[src/rtl/led_feedback.sv]
`default_nettype none
// ============================================================================
// Module   : led_feedback
// Purpose  : Mastermind-style scoring of a 4-symbol guess against a secret code,
//            held on exact/near LEDs for a fixed display period.
// Revision : 1.0
// ============================================================================
module led_feedback #(
  parameter int unsigned DISPLAY_CYCLES = 50000000
) (
  input  logic        clk,
  input  logic        reset,
  input  logic        start,
  input  logic [11:0] codemaker_code,
  input  logic [11:0] codebreaker_code,
  output logic [3:0]  led_exact,
  output logic [3:0]  led_near,
  output logic [2:0]  exact_count,
  output logic [2:0]  near_count,
  output logic        busy,
  output logic        done
);

  // Counter only has to reach DISPLAY_CYCLES-1, so it can never wrap in SHOW.
  localparam int unsigned     CNT_W    = (DISPLAY_CYCLES > 1) ? $clog2(DISPLAY_CYCLES) : 1;
  localparam logic [CNT_W-1:0] CNT_LAST = CNT_W'(DISPLAY_CYCLES - 1);

  typedef enum logic [2:0] {
    S_IDLE  = 3'd0,
    S_LATCH = 3'd1,
    S_EXACT = 3'd2,
    S_NEAR  = 3'd3,
    S_SHOW  = 3'd4,
    S_DONE  = 3'd5
  } state_t;

  state_t            state_q, state_d;
  logic [11:0]       maker_q, maker_d;
  logic [11:0]       guess_q, guess_d;
  logic [3:0]        exact_q, exact_d;
  logic [3:0]        near_q,  near_d;
  logic [3:0]        used_q,  used_d;
  logic [2:0]        ecnt_q,  ecnt_d;
  logic [2:0]        ncnt_q,  ncnt_d;
  logic [1:0]        pos_q,   pos_d;
  logic [3:0]        pair_q,  pair_d;
  logic [CNT_W-1:0]  disp_q,  disp_d;

  logic [1:0]        near_i;
  logic [1:0]        near_j;

  function automatic logic [2:0] sym(input logic [11:0] code, input logic [1:0] k);
    logic [2:0] s;
    case (k)
      2'd3:    s = code[11:9];
      2'd2:    s = code[8:6];
      2'd1:    s = code[5:3];
      default: s = code[2:0];
    endcase
    return s;
  endfunction

  // pair_q counts 15..0: upper bits walk the guess symbol, lower bits the maker symbol.
  assign near_i = pair_q[3:2];
  assign near_j = pair_q[1:0];

  always_comb begin
    state_d = state_q;
    maker_d = maker_q;
    guess_d = guess_q;
    exact_d = exact_q;
    near_d  = near_q;
    used_d  = used_q;
    ecnt_d  = ecnt_q;
    ncnt_d  = ncnt_q;
    pos_d   = pos_q;
    pair_d  = pair_q;
    disp_d  = disp_q;

    case (state_q)
      S_IDLE: begin
        if (start) begin
          state_d = S_LATCH;
        end
      end
      S_LATCH: begin
        maker_d = codemaker_code;
        guess_d = codebreaker_code;
        exact_d = 4'd0;
        near_d  = 4'd0;
        used_d  = 4'd0;
        ecnt_d  = 3'd0;
        ncnt_d  = 3'd0;
        pos_d   = 2'd3;
        pair_d  = 4'd15;
        state_d = S_EXACT;
      end
      S_EXACT: begin
        if (sym(maker_q, pos_q) == sym(guess_q, pos_q)) begin
          exact_d[pos_q] = 1'b1;
          used_d[pos_q]  = 1'b1;
          ecnt_d         = ecnt_q + 3'd1;
        end
        if (pos_q == 2'd0) begin
          state_d = S_NEAR;
        end else begin
          pos_d = pos_q - 2'd1;
        end
      end
      S_NEAR: begin
        if (!exact_q[near_i] && !near_q[near_i] && !used_q[near_j] &&
            (sym(guess_q, near_i) == sym(maker_q, near_j))) begin
          near_d[near_i] = 1'b1;
          used_d[near_j] = 1'b1;
          ncnt_d         = ncnt_q + 3'd1;
        end
        if (pair_q == 4'd0) begin
          disp_d  = '0;
          state_d = S_SHOW;
        end else begin
          pair_d = pair_q - 4'd1;
        end
      end
      S_SHOW: begin
        if (disp_q == CNT_LAST) begin
          state_d = S_DONE;
        end else begin
          disp_d = disp_q + 1'b1;
        end
      end
      S_DONE: begin
        state_d = S_IDLE;
      end
      default: begin
        state_d = S_IDLE;
      end
    endcase
  end

  always_ff @(posedge clk) begin
    if (reset) begin
      state_q <= S_IDLE;
      maker_q <= 12'd0;
      guess_q <= 12'd0;
      exact_q <= 4'd0;
      near_q  <= 4'd0;
      used_q  <= 4'd0;
      ecnt_q  <= 3'd0;
      ncnt_q  <= 3'd0;
      pos_q   <= 2'd0;
      pair_q  <= 4'd0;
      disp_q  <= '0;
    end else begin
      state_q <= state_d;
      maker_q <= maker_d;
      guess_q <= guess_d;
      exact_q <= exact_d;
      near_q  <= near_d;
      used_q  <= used_d;
      ecnt_q  <= ecnt_d;
      ncnt_q  <= ncnt_d;
      pos_q   <= pos_d;
      pair_q  <= pair_d;
      disp_q  <= disp_d;
    end
  end

  assign busy        = (state_q != S_IDLE);
  assign done        = (state_q == S_DONE);
  assign led_exact   = (state_q == S_SHOW) ? exact_q : 4'd0;
  assign led_near    = (state_q == S_SHOW) ? near_q  : 4'd0;
  assign exact_count = ecnt_q;
  assign near_count  = ncnt_q;

endmodule
`default_nettype wire
[config.mk]
export PLATFORM = sky130hd
export DESIGN_NAME = led_feedback
export DESIGN_NICKNAME = d
export VERILOG_FILES = /design/src/rtl/led_feedback.sv
export SDC_FILE = /design/constraint.sdc
export NUM_CORES = 1
export LEC_CHECK = 0
export ABC_CLOCK_PERIOD_IN_PS = 5080
export CORE_MARGIN = 5
export CORE_UTILIZATION = 30
export CTS_BUF_LIST = sky130_fd_sc_hd__clkbuf_4 sky130_fd_sc_hd__clkbuf_8 sky130_fd_sc_hd__clkbuf_16
export CTS_CLUSTER_DIAMETER = 150
export DETAILED_ROUTE_END_ITERATION = 10
export PLACE_DENSITY = 0.58
export SLEW_MARGIN = 20
export SYNTH_ARGS = -nofsm -noshare
export SYNTH_HDL_FRONTEND = slang
export SYNTH_SLANG_ARGS = --single-unit
[constraint.sdc]
create_clock -name clk -period 5.08 [get_ports clk]
set_input_delay 1.016 -clock clk [delete_from_list [all_inputs] [get_ports clk]]
set_output_delay 1.016 -clock clk [all_outputs]
set_load 0.05 [all_outputs]
After elaboration in Yosys (flattened, before gate mapping)
Index checks and enable logic that the tools add are counted.

word-level totals
  bits in registers = 77
  input bits = 27
  output and inout port bits = 16
  word-level logic and storage cells = 121

cells by class
  add/sub/neg operators = 5
  magnitude comparators = 6
  eq/ne operators = 26
  multiplexer cells = 45
  bitwise operators = 4
  reduce and logical (&&, ||, !) cells = 24

operators by type and width
  operator                                              count
  two-way mux 26 bit                                    2
  case mux 26 bit (2 select lines)                      1
  case mux 3 bit (3 select lines)                       4
  two-way mux 3 bit                                     10
  two-way mux 4 bit                                     7
  adder 26 x 1 -> 26 bit (second input constant)        1
  equality test 26 bit (second input constant)          1
  case mux 4 bit (2 select lines)                       3
  inequality test 2 bit (second input constant)         9
  bitwise OR 4 bit                                      4
  case mux 3 bit (5 select lines)                       1
  equality test 2 bit (second input constant)           6
  case mux 3 bit (2 select lines)                       2
  case mux 4 bit (3 select lines)                       1
  < comparator 2 x 3 -> 1 bit (second input constant)   3
  AND reduction 2 bit                                   4
  adder 3 x 1 -> 3 bit (second input constant)          2
  binary-select mux 1 bit (select 2 bit)                3
  demux 1 bit (select 2 bit)                            3
  equality test 2 x 1 -> 1 bit (second input constant)  3
  equality test 3 x 2 -> 1 bit (second input constant)  2
  equality test 3 bit                                   2
  equality test 3 bit (second input constant)           2
  >= comparator 2 x 1 -> 1 bit (second input constant)  3
  15 further kinds                                      31

Longest topological paths before layout
  depth after elaboration = 8
  depth in mapped cells = 10
  gate-level depth less buffers = 8

Least setup slack after synthesis
OpenSTA, ideal clock, no wires.

  path type = register to output
  start point = reg state_q[0]
  end point = out done
  data arrival time = 1819 ps
  data required time = 4064 ps
  path slack = 2245 ps
  cell stages (with the launch flop) = 4
  path buffers = 1
  cell sequence = dfxtp_1 buf_2 clkinv_1 nor3_1

between the ends
  word-level cells in the longest chain between the ends = 1

RTL lines
  item                    RTL line  RTL
  start, declared         37        state_t state_q, state_d;
  start signal, assigned  154       state_q <= state_d;
  equality test 3 bit     169       assign done = (state_q == S_DONE);
  end, declared           21        output logic done

Every way passes these cells.

Final worst setup path
  start point = reg state_q[1]
  end point = out busy

between the ends
  word-level cells in the longest chain between the ends = 1

RTL lines
  item                RTL line  RTL
  nonzero test 3 bit  168       assign busy = (state_q != S_IDLE);
  end, declared       20        output logic busy,

Every way passes these cells.

==> impl_metrics.json <==
{
  "cap_violations": 0,
  "drt_iter0_drc": 286,
  "clkSlewWorstSetupHoldPaths_ns": 0.06,
  "ios": 43,
  "numCtsBuffers": 9,
  "power_density_nw_per_um2": 353,
  "wl_per_cell_um": 14.9,
  "hold_ws_ns": 0.459,
  "synth_compound_area_share_pct": 20.7,
  "drtPass1Iterations": 7,
  "ys_ff_latch": 77,
  "fin_crit_ns": 3.52,
  "peakVddDrop_mv": 0.181,
  "cp-start-kind": "flip-flop",
  "grt.overflow.total": 0,
  "synth_top_family_by_area": "simple AND/OR/NAND/NOR gates",
  "crit_arrival_ns": 2.50,
  "synth_top_area_share_pct": 38.1,
  "synth_top_area_cell": "dfxtp_1",
  "yosysWarnings": 0,
  "fill_cells": 1384,
  "end_kind": "primary output",
  "gr-usage-all-layers_pct": 13.4,
  "numPortBuffers": 42,
  "synth_area_leaders": "dfxtp_1, nand2_1, a21oi_1",
  "synth_mux_area_share_pct": 6.07,
  "postCtsSetupBuffers": 0,
  "grt_pass1_vias": 3474,
  "hold_viol": 0,
  "syn-cell-area_um2": 4040,
  "fin_skew_ns": 0.00578,
  "drive_above_1_share_pct": 7.63,
  "grt_start_max_net_pins": 37,
  "areaGrowthSynthToFinish_pct": 21.6,
  "cts_sinks": 77,
  "synth.most_common_cell": "nand2_1",
  "rsz0062_at_grt": "false",
  "core_area_um2": 13200,
  "synth_cell_type_count": 56,
  "wl_um": 10400,
  "drc": 0,
  "setup_viol": 0,
  "worst_pin_slew_ns": 1.04,
  "critical_path_peak_fanout": 13,
  "synth-xor-area-share_pct": 2.82,
  "multi_input_area_um2": 2330,
  "placed_area_um2": 4590,
  "synthTopCellsByCount": "nand2_1, dfxtp_1, a21oi_1",
  "crit_type": "reg2out",
  "drt.antenna.violating_nets": 0,
  "core.rowCount": 42,
  "cts_hold_buf": 0,
  "insertion_delay_ns": 0.34,
  "yosysSeqAreaShare_pct": 38.1,
  "fp.dieH_um": 126,
  "leakage_nw": 1.62,
  "synth_ff_type": "dfxtp_1",
  "diodes": 0,
  "regArea_um2": 1540,
  "grt_pass1_wl_um": 17500,
  "path_cells": "clkinv_1 > nand2_1 > clkdlybuf4s50_1",
  "worstPathRequired_ns": 4.06,
  "dp_hpwl_um": 7360,
  "drv_slew": 0,
  "final.period_utilization_pct": 69.2,
  "clockRootBuffer": "clkbuf_16",
  "finalSetupTns_ns": 0,
  "outcome": "completed",
  "synthAdderAreaFrac_pct": 3.41,
  "viasPerCell": 5.29,
  "cts_max_level": 3,
  "synth_edf_count": 0,
  "stdcell_area_um2": 4920,
  "final_nets": 557,
  "clockBufferDepth": 2,
  "hold_path_class": "reg2reg",
  "start_util_pct": 30.5,
  "syn_area_per_cell_um2": 8.25,
  "syn-instance-count": 490,
  "via_count": 3706,
  "synthSimpleGateAreaFrac_pct": 24.5,
  "antenna_found_initial": 0,
  "cpMaxStageDelayCell": "clkdlybuf4s50_1",
  "cts_resized": 0,
  "die-area_um2": 15900,
  "syn_nets": 528,
  "die_x_um": 126,
  "slew_headroom_pct": 30.0,
  "cpPeakStageDelay_ns": 0.83,
  "place_congestion": 0.797,
  "async_flop_share_pct": 0,
  "max_freq_mhz": 284,
  "cts_tree": "done",
  "post-route-util_pct": 37.1
}
==> per-layer routing <==
layer / vias to the layer above / track usage, % / part of all wire, %
li1: 1831 / - / -
met1: 1765 / 18.2 / 48
met2: 96 / 20.4 / 46
met3: 14 / 4.06 / 4.4
met4: 0 / 3.91 / 1.3
met5: - / 0 / 0
==> stage by stage <==
stage                     worst slack [ns]  instances  total power [mW]
after detailed placement              1.69        684              1.05
after global placement                1.78        684              1.04
after global routing                  1.43        700              1.82
final                                 1.56        700              1.73
after CTS                             1.59        700              1.75
after floorplan                       2.24        490             0.943
==> cells by family (layout without fill, tap and decap cells) <==
group                    count (synthesis)  in the layout
AO/OA/AOI/OAI                          123            123
XOR/XNOR                                13             13
adder cells (fa/ha/maj)                 11             11
buffers and inverters                   43             77
flip-flops                              77             77
multiplexers                            19             19
AND/OR/NAND/NOR                        204            204
==> path summary, 6_finish.rpt <==
kind / start / end / slack [ns] / cells after the start
max: state_q[1] / busy / 1.56 / 3
min: maker_q[0] / maker_q[0] / 0.46 / 2
max reg2reg: pair_q[1] / near_count[2] / 2.03 / 8
min reg2reg: maker_q[0] / maker_q[0] / 0.46 / 2
==> flip-flops by register name (all words and copies together) (netlist names) <==
register     cells
near_q           4
state_q          3
pair_q           4
exact_count      3
pos_q            2
exact_q          4
maker_q         12
guess_q         12
near_count       3
used_q           4
disp_q          26
==> worst max-delay path: cells and delay by family, from the launching register on <==
| kind | cells | cell delay (ns) |
|---|---|---|
| buffers and inverters | 2 | 1.25 |
| DFF | 1 | 0.68 |
| and+or+nand+nor | 1 | 0.23 |
==> layout make-up <==
type / count / share of cell area (%)
Sequential cell: 77 / 31.4
Multi-Input combinational cell: 370 / 47.4
Tap cell: 176 / 4.48
Clock buffer: 10 / 4.86
Timing Repair Buffer: 44 / 8.86
Inverter: 17 / 1.30
Clock inverter: 6 / 1.76
==> cell usage in the layout (no fill, tap or decap), types with 6 or more instances in the layout <==
cell type / count
xnor2_1: 12
and2_1: 10
a222oi_1: 9
nand2_1: 85
nor3_1: 8
o21a_1: 6
nor4_1: 6
a211oi_1: 7
mux2i_1: 11
dfxtp_1: 77
nand4_1: 7
ha_1: 11
nor2_1: 25
or3_1: 14
o21ai_0: 19
clkdlybuf4s50_1: 42
a21oi_1: 48
inv_1: 13
clkbuf_16: 9
nand3_1: 21
==> where the power goes <==
part / internal, mW / total (mW) / switching (mW)
logic: 0.131 / 0.350 / 0.219
clock network: 0.442 / 0.693 / 0.251
registers: 0.640 / 0.691 / 0.0506
total: 1.21 / 1.73 / 0.521
Note: power is estimated with default switching activity, not from simulation.
